File: src/rtl/elelock_seq_if.sv
// Keypad-side and actuator-side signals of the multi-digit lock.
// The testbench drives through the master modport; the lock core uses the slave modport.
interface elelock_seq_if;
   logic [9:0] tenkey;
   logic       close;
   logic       lock;
   logic       alarm;
   logic [3:0] digit_cnt;
   logic [3:0] fail_cnt;

   modport master (output tenkey, output close,
                   input  lock, input alarm, input digit_cnt, input fail_cnt);
   modport slave  (input  tenkey, input close,
                   output lock, output alarm, output digit_cnt, output fail_cnt);
endinterface

File: src/rtl/elelock_seq.sv
// Multi-digit keypad lock: collects a DIGITS-long BCD code, checks it against SECRET,
// and after MAX_FAIL consecutive misses holds a timed alarm lockout.
module elelock_seq #(
   parameter int                  DIGITS         = 4,
   parameter logic [4*DIGITS-1:0] SECRET         = 16'h7777,
   parameter int                  MAX_FAIL       = 3,
   parameter int                  LOCKOUT_CYCLES = 16
) (
   input  logic         clk,
   input  logic         rst_n,
   elelock_seq_if.slave bus
);

   typedef enum logic [1:0] {
      S_ENTRY   = 2'd0,
      S_CHECK   = 2'd1,
      S_OPEN    = 2'd2,
      S_LOCKOUT = 2'd3
   } state_t;

   localparam logic [15:0] TIMER_LOAD = 16'(LOCKOUT_CYCLES - 1);
   localparam logic [3:0]  DIGITS_W   = 4'(DIGITS);
   localparam logic [4:0]  MAX_FAIL_W = 5'(MAX_FAIL);

   state_t                state_reg,     state_next;
   logic [4*DIGITS-1:0]   buffer_reg,    buffer_next;
   logic [3:0]            digit_cnt_reg, digit_cnt_next;
   logic [3:0]            fail_cnt_reg,  fail_cnt_next;
   logic [15:0]           timer_reg,     timer_next;
   logic [9:0]            prev_key_reg;

   logic                  key_onehot;
   logic                  key_accept;
   logic [3:0]            key_digit;
   logic [4*DIGITS-1:0]   buffer_shift;
   logic [4:0]            fail_inc;

   // Only a clean one-hot press that follows an all-zero cycle counts as a keystroke.
   assign key_onehot = (bus.tenkey != 10'd0) && ((bus.tenkey & (bus.tenkey - 10'd1)) == 10'd0);
   assign key_accept = key_onehot && (prev_key_reg == 10'd0);
   assign fail_inc   = {1'b0, fail_cnt_reg} + 5'd1;

   always_comb begin
      key_digit = 4'd0;
      for (int i = 0; i < 10; i++) begin
         if (bus.tenkey[i]) key_digit = 4'(i);
      end
   end

   generate
      if (DIGITS == 1) begin : g_shift_single
         assign buffer_shift = key_digit;
      end else begin : g_shift_multi
         assign buffer_shift = {buffer_reg[4*DIGITS-5:0], key_digit};
      end
   endgenerate

   always_ff @(posedge clk or negedge rst_n) begin
      if (!rst_n) begin
         state_reg     <= S_ENTRY;
         buffer_reg    <= '0;
         digit_cnt_reg <= 4'd0;
         fail_cnt_reg  <= 4'd0;
         timer_reg     <= 16'd0;
         prev_key_reg  <= 10'd0;
      end else begin
         state_reg     <= state_next;
         buffer_reg    <= buffer_next;
         digit_cnt_reg <= digit_cnt_next;
         fail_cnt_reg  <= fail_cnt_next;
         timer_reg     <= timer_next;
         prev_key_reg  <= bus.tenkey;
      end
   end

   always_comb begin
      state_next     = state_reg;
      buffer_next    = buffer_reg;
      digit_cnt_next = digit_cnt_reg;
      fail_cnt_next  = fail_cnt_reg;
      timer_next     = timer_reg;
      case (state_reg)
         S_ENTRY: begin
            // close wins over a simultaneous key, which is dropped
            if (bus.close) begin
               buffer_next    = '0;
               digit_cnt_next = 4'd0;
            end else if (key_accept) begin
               buffer_next    = buffer_shift;
               digit_cnt_next = digit_cnt_reg + 4'd1;
               if (digit_cnt_reg + 4'd1 == DIGITS_W) state_next = S_CHECK;
            end
         end
         S_CHECK: begin
            if (buffer_reg == SECRET) begin
               state_next    = S_OPEN;
               fail_cnt_next = 4'd0;
            end else begin
               buffer_next    = '0;
               digit_cnt_next = 4'd0;
               if (fail_inc <= MAX_FAIL_W) fail_cnt_next = fail_inc[3:0];
               if (fail_inc == MAX_FAIL_W) begin
                  state_next = S_LOCKOUT;
                  timer_next = TIMER_LOAD;
               end else begin
                  state_next = S_ENTRY;
               end
            end
         end
         S_OPEN: begin
            if (bus.close) begin
               state_next     = S_ENTRY;
               buffer_next    = '0;
               digit_cnt_next = 4'd0;
            end
         end
         S_LOCKOUT: begin
            if (timer_reg == 16'd0) begin
               state_next    = S_ENTRY;
               fail_cnt_next = 4'd0;
            end else begin
               timer_next = timer_reg - 16'd1;
            end
         end
         default: state_next = S_ENTRY;
      endcase
   end

   assign bus.lock      = (state_reg != S_OPEN);
   assign bus.alarm     = (state_reg == S_LOCKOUT);
   assign bus.digit_cnt = digit_cnt_reg;
   assign bus.fail_cnt  = fail_cnt_reg;

endmodule

File: src/flat_wrapper.sv
// flat-port wrapper written by rule: the top's interface ports become plain ports
module elelock_seq_flat 
#(
   parameter int                  DIGITS         = 4,
   parameter logic [4*DIGITS-1:0] SECRET         = 16'h7777,
   parameter int                  MAX_FAIL       = 3,
   parameter int                  LOCKOUT_CYCLES = 16
)
  (clk, rst_n, bus_tenkey, bus_close, bus_lock, bus_alarm, bus_digit_cnt, bus_fail_cnt);
  elelock_seq_if bus_i ();
  input  logic clk;
  input  logic rst_n;
  input wire logic [$bits(bus_i.tenkey)-1:0] bus_tenkey;
  input wire logic [$bits(bus_i.close)-1:0] bus_close;
  output wire logic [$bits(bus_i.lock)-1:0] bus_lock;
  output wire logic [$bits(bus_i.alarm)-1:0] bus_alarm;
  output wire logic [$bits(bus_i.digit_cnt)-1:0] bus_digit_cnt;
  output wire logic [$bits(bus_i.fail_cnt)-1:0] bus_fail_cnt;
  assign bus_i.tenkey = bus_tenkey;
  assign bus_i.close = bus_close;
  assign bus_lock = bus_i.lock;
  assign bus_alarm = bus_i.alarm;
  assign bus_digit_cnt = bus_i.digit_cnt;
  assign bus_fail_cnt = bus_i.fail_cnt;
  elelock_seq #(.DIGITS(DIGITS), .SECRET(SECRET), .MAX_FAIL(MAX_FAIL), .LOCKOUT_CYCLES(LOCKOUT_CYCLES)) u_core (.clk(clk), .rst_n(rst_n), .bus(bus_i));
endmodule
File: config.mk
export PLATFORM = sky130hd
export DESIGN_NAME = elelock_seq_flat
export DESIGN_NICKNAME = d
export VERILOG_FILES = /design/src/rtl/elelock_seq_if.sv /design/src/rtl/elelock_seq.sv /design/src/flat_wrapper.sv
export SDC_FILE = /design/constraint.sdc
export NUM_CORES = 1
export LEC_CHECK = 0
export ABC_AREA = 1
export CORE_MARGIN = 1
export CORE_UTILIZATION = 57
export CTS_CLUSTER_SIZE = 40
export DETAILED_ROUTE_END_ITERATION = 12
export DONT_BUFFER_PORTS = 1
export GPL_TIMING_DRIVEN = 0
export HOLD_SLACK_MARGIN = 0.05
export PLACE_DENSITY = 0.77
export SLEW_MARGIN = 20
export SYNTH_ARGS = -nofsm -noshare
export SYNTH_HDL_FRONTEND = slang
export SYNTH_SLANG_ARGS = --single-unit
File: constraint.sdc
create_clock -name clk -period 1.83 [get_ports clk]
set_clock_uncertainty 0.05 [all_clocks]
set_input_delay 0.366 -clock clk [delete_from_list [all_inputs] [get_ports clk]]
set_output_delay 0.366 -clock clk [all_outputs]
set_load 0.02 [all_outputs]
==> impl_metrics.ini <==
[pwr]
powerDensity_nw_per_um2 = 594
ir_drop_mv = 0.463
combPwrFrac_pct = 7.9
finalPower_mw = 2.08
p_int_mw = 1.53
pwr-share-seq_pct = 58.6
power_frac_clock_pct = 33.5
p_sw_share_pct = 26.4
switchingPower_mw = 0.550
leakage_nw = 1.86

[setup_path]
cp_slowest_cell = dfrtp_2
crit_type = reg -> reg
crit_arrival_ps = 2040
worstSetupStartpointType = flip-flop
path_max_fanout = 8
critPathBufInv = 2
cp.required_ps = 2000
path_cells = ha_4, xor2_1, a21oi_2, nand3_2, a21oi_4, inv_2, buf_4, nand2_1, nand2_1
endpoint_kind = flip-flop
crit_top_cell = nand2_1
cpPeakStageDelay_ps = 520
path_delay_family = flip-flops

[die]
rows = 26
die_y_um = 75.0
die-area_sq_um = 5630
core_sq_um = 5110
io_pins = 23
start_util_pct = 59.5
die_w_um = 75.0

[global_routing]
antenna_found_initial = 0
grt_first_pass_wirelength_um = 10500
grt_use_total_pct = 24.8
grt_overflow = 0
grt_pass1_vias = 2533
grt_max_degree = 53

[logic_synthesis]
synth_warnings = 0
ys_types = 29
avgSynthCellArea_sq_um = 7.41
synthMuxAreaShare_pct = 0
synth_compound_area_share_pct = 4.53
yosysSeqAreaShare_pct = 42.8
synth_area_sq_um = 3040
synthSimpleGateAreaFrac_pct = 36.8
synth-xor-area-share_pct = 4.32
synth_top_family_by_area = simple AND/OR/NAND/NOR gates
ys_seq_elements = 52
syn_inst = 410
synthTopCellsByArea = dfrtp_1 (43%), nand2_1 (17%), nor2_1 (8.4%)
synthAdderAreaFrac_pct = 4.53
syn_nets = 434
synth_top_cell_by_area = dfrtp_1
yosysTopAreaCellShare_pct = 42.8

[outcome]
violations = setup timing
status = complete, but fails checks

[sta]
rsz0062_at_grt = yes
max_freq_ghz = 0.533
worstMarginPinSlew_ps = 446
post-route-period-util_pct = 102
period_minus_slack_ps = 1870
worst_slack_ps = -44.6
finalHoldViolations = 0
drv_slew = 0
finalSetupViolCount = 10
slew_headroom_pct = 70.3
holdWs_ps = 256

[layout]
drive_gt1_share_pct = 14.6
antenna_cells = 0
final_nets = 460
syn_to_final_growth_pct = 15.4

[clocking]
clk_latency_ps = 310
cts_tree = built
h-tree-depth = 2
clockBufferDepth = 2
cts_root_buf = clkbuf_8
cts_buffers = 5
clock-sinks = 52
clk_pin_slew_ps = 100

[placement]
dp_hpwl_um = 4230
place.gp.congestion = 0.872
pre_cts_ws_ps = -195
port_buffers = 0

[run]
max_cap_viol_count = 0

[routing]
wire_per_inst_um = 12.8
routed_via_density = 5.25
dr.pass1.iters = 5
drc = 0
ant_nets = 0
drt-total-wl_um = 6470
via_count = 2660
drt_iter0_markers = 160

[worst_hold_path]
holdCritPathClass = in -> reg
-- Yosys cell counts, drive strengths merged --
library cell / instances
a21boi: 1
a21oi: 9
and2: 1
buf: 8
clkbuf: 5
dfrtp: 52
ha: 11
inv: 31
nand2: 136
nand3: 39
nand3b: 2
nand4: 8
nor2: 73
nor3: 3
nor4: 1
o21ai: 13
o311ai: 1
or2: 1
xnor2: 4
xor2: 11
-- power groups by stage --
| stage | Sequential [mW] | Combinational [mW] | Clock [mW] |
|---|---|---|---|
| floorplan | 1.24 | 0.0966 | 0 |
| global placement | 1.24 | 0.113 | 0 |
| detailed placement | 1.24 | 0.115 | 0 |
| CTS | 1.22 | 0.165 | 0.708 |
| global route | 1.23 | 0.191 | 0.763 |
| finish | 1.22 | 0.165 | 0.697 |
-- layer usage --
| layer | global-route usage [%] | up-vias | part of all wire, % |
|---|---|---|---|
| met5 | 0 | - | 0 |
| met4 | 7.97 | 0 | 1.6 |
| met3 | 5.09 | 12 | 4.9 |
| met2 | 42.1 | 61 | 48 |
| met1 | 31.8 | 1245 | 46 |
| li1 | - | 1342 | - |
-- area by class of cell --
type / instances / area (sq um)
multi-input cells: 314 / 1610
fillers: 438 / 1600
flip-flops and latches: 52 / 1310
repair buffers: 19 / 190
inverters: 31 / 116
plain buffers: 13 / 103
well taps: 70 / 87.6
clock buffers: 5 / 68.8
clock inverters: 3 / 26.3
-- worst register-to-register path: stages, from the launching register on --
cell     delay, ps
dfrtp_2        520
ha_4           210
xor2_1         150
a21oi_2        170
nand3_2        120
a21oi_4        210
inv_2           80
buf_4          160
nand2_1         50
nand2_1         50
-- logic make-up after synthesis --
| kind of cell | Yosys count |
|---|---|
| AOI/OAI and AO/OA | 24 |
| and+or+nand+nor | 264 |
| adders and majority gates | 11 |
| buffers and inverters | 44 |
| xor gates and xnor gates | 15 |
| DFF | 52 |
-- metrics by stage --
stage	setup TNS (ps)	instance area [sq um]	std cells	utilization, %
floorplan	0	3040	410	-
global placement	-1950	3130	480	61.2
detailed placement	-2760	3130	480	61.2
CTS	0	3440	504	67.3
global route	-1510	3510	507	68.6
finish	-309	3510	507	68.6
-- cell usage in the layout, fill, tap and decap left out, drive strengths merged, types with 11 or more instances in the layout --
| master | count |
|---|---|
| dfrtp | 52 |
| xor2 | 11 |
| ha | 11 |
| o21ai | 13 |
| nand2 | 136 |
| dlygate4sd3 | 11 |
| nand3 | 39 |
| inv | 33 |
| clkbuf | 11 |
| nor2 | 73 |
| buf | 15 |
-- timing repair --
item | CTS | global route
gates resized for setup | 14 | 23
cloned | 0 | 1
hold buffers | 12 | 0
setup buffers | 4 | 2
setup endpoints to repair | 40 | 38
pin swaps | 2 | 6
hold endpoints to repair | 62 | 0
-- worst paths after layout --
check | start | to | slack (ps) | cells past startpoint
worst max register to register | u_core.bus.fail_cnt[0] | u_core.timer_reg[11] | -40 | 9
min in group asynchronous | rst_n | u_core.timer_reg[4] | 500 | 2
worst min register to register | u_core.buffer_reg[3] | u_core.buffer_reg[3] | 430 | 2
worst max-delay path | u_core.bus.fail_cnt[0] | u_core.timer_reg[11] | -40 | 9
max in group asynchronous | rst_n | u_core.bus.fail_cnt[0] | 970 | 2
worst min-delay path | bus_tenkey[9] | u_core.buffer_reg[0] | 260 | 4
(Power assumes the default switching activity.)
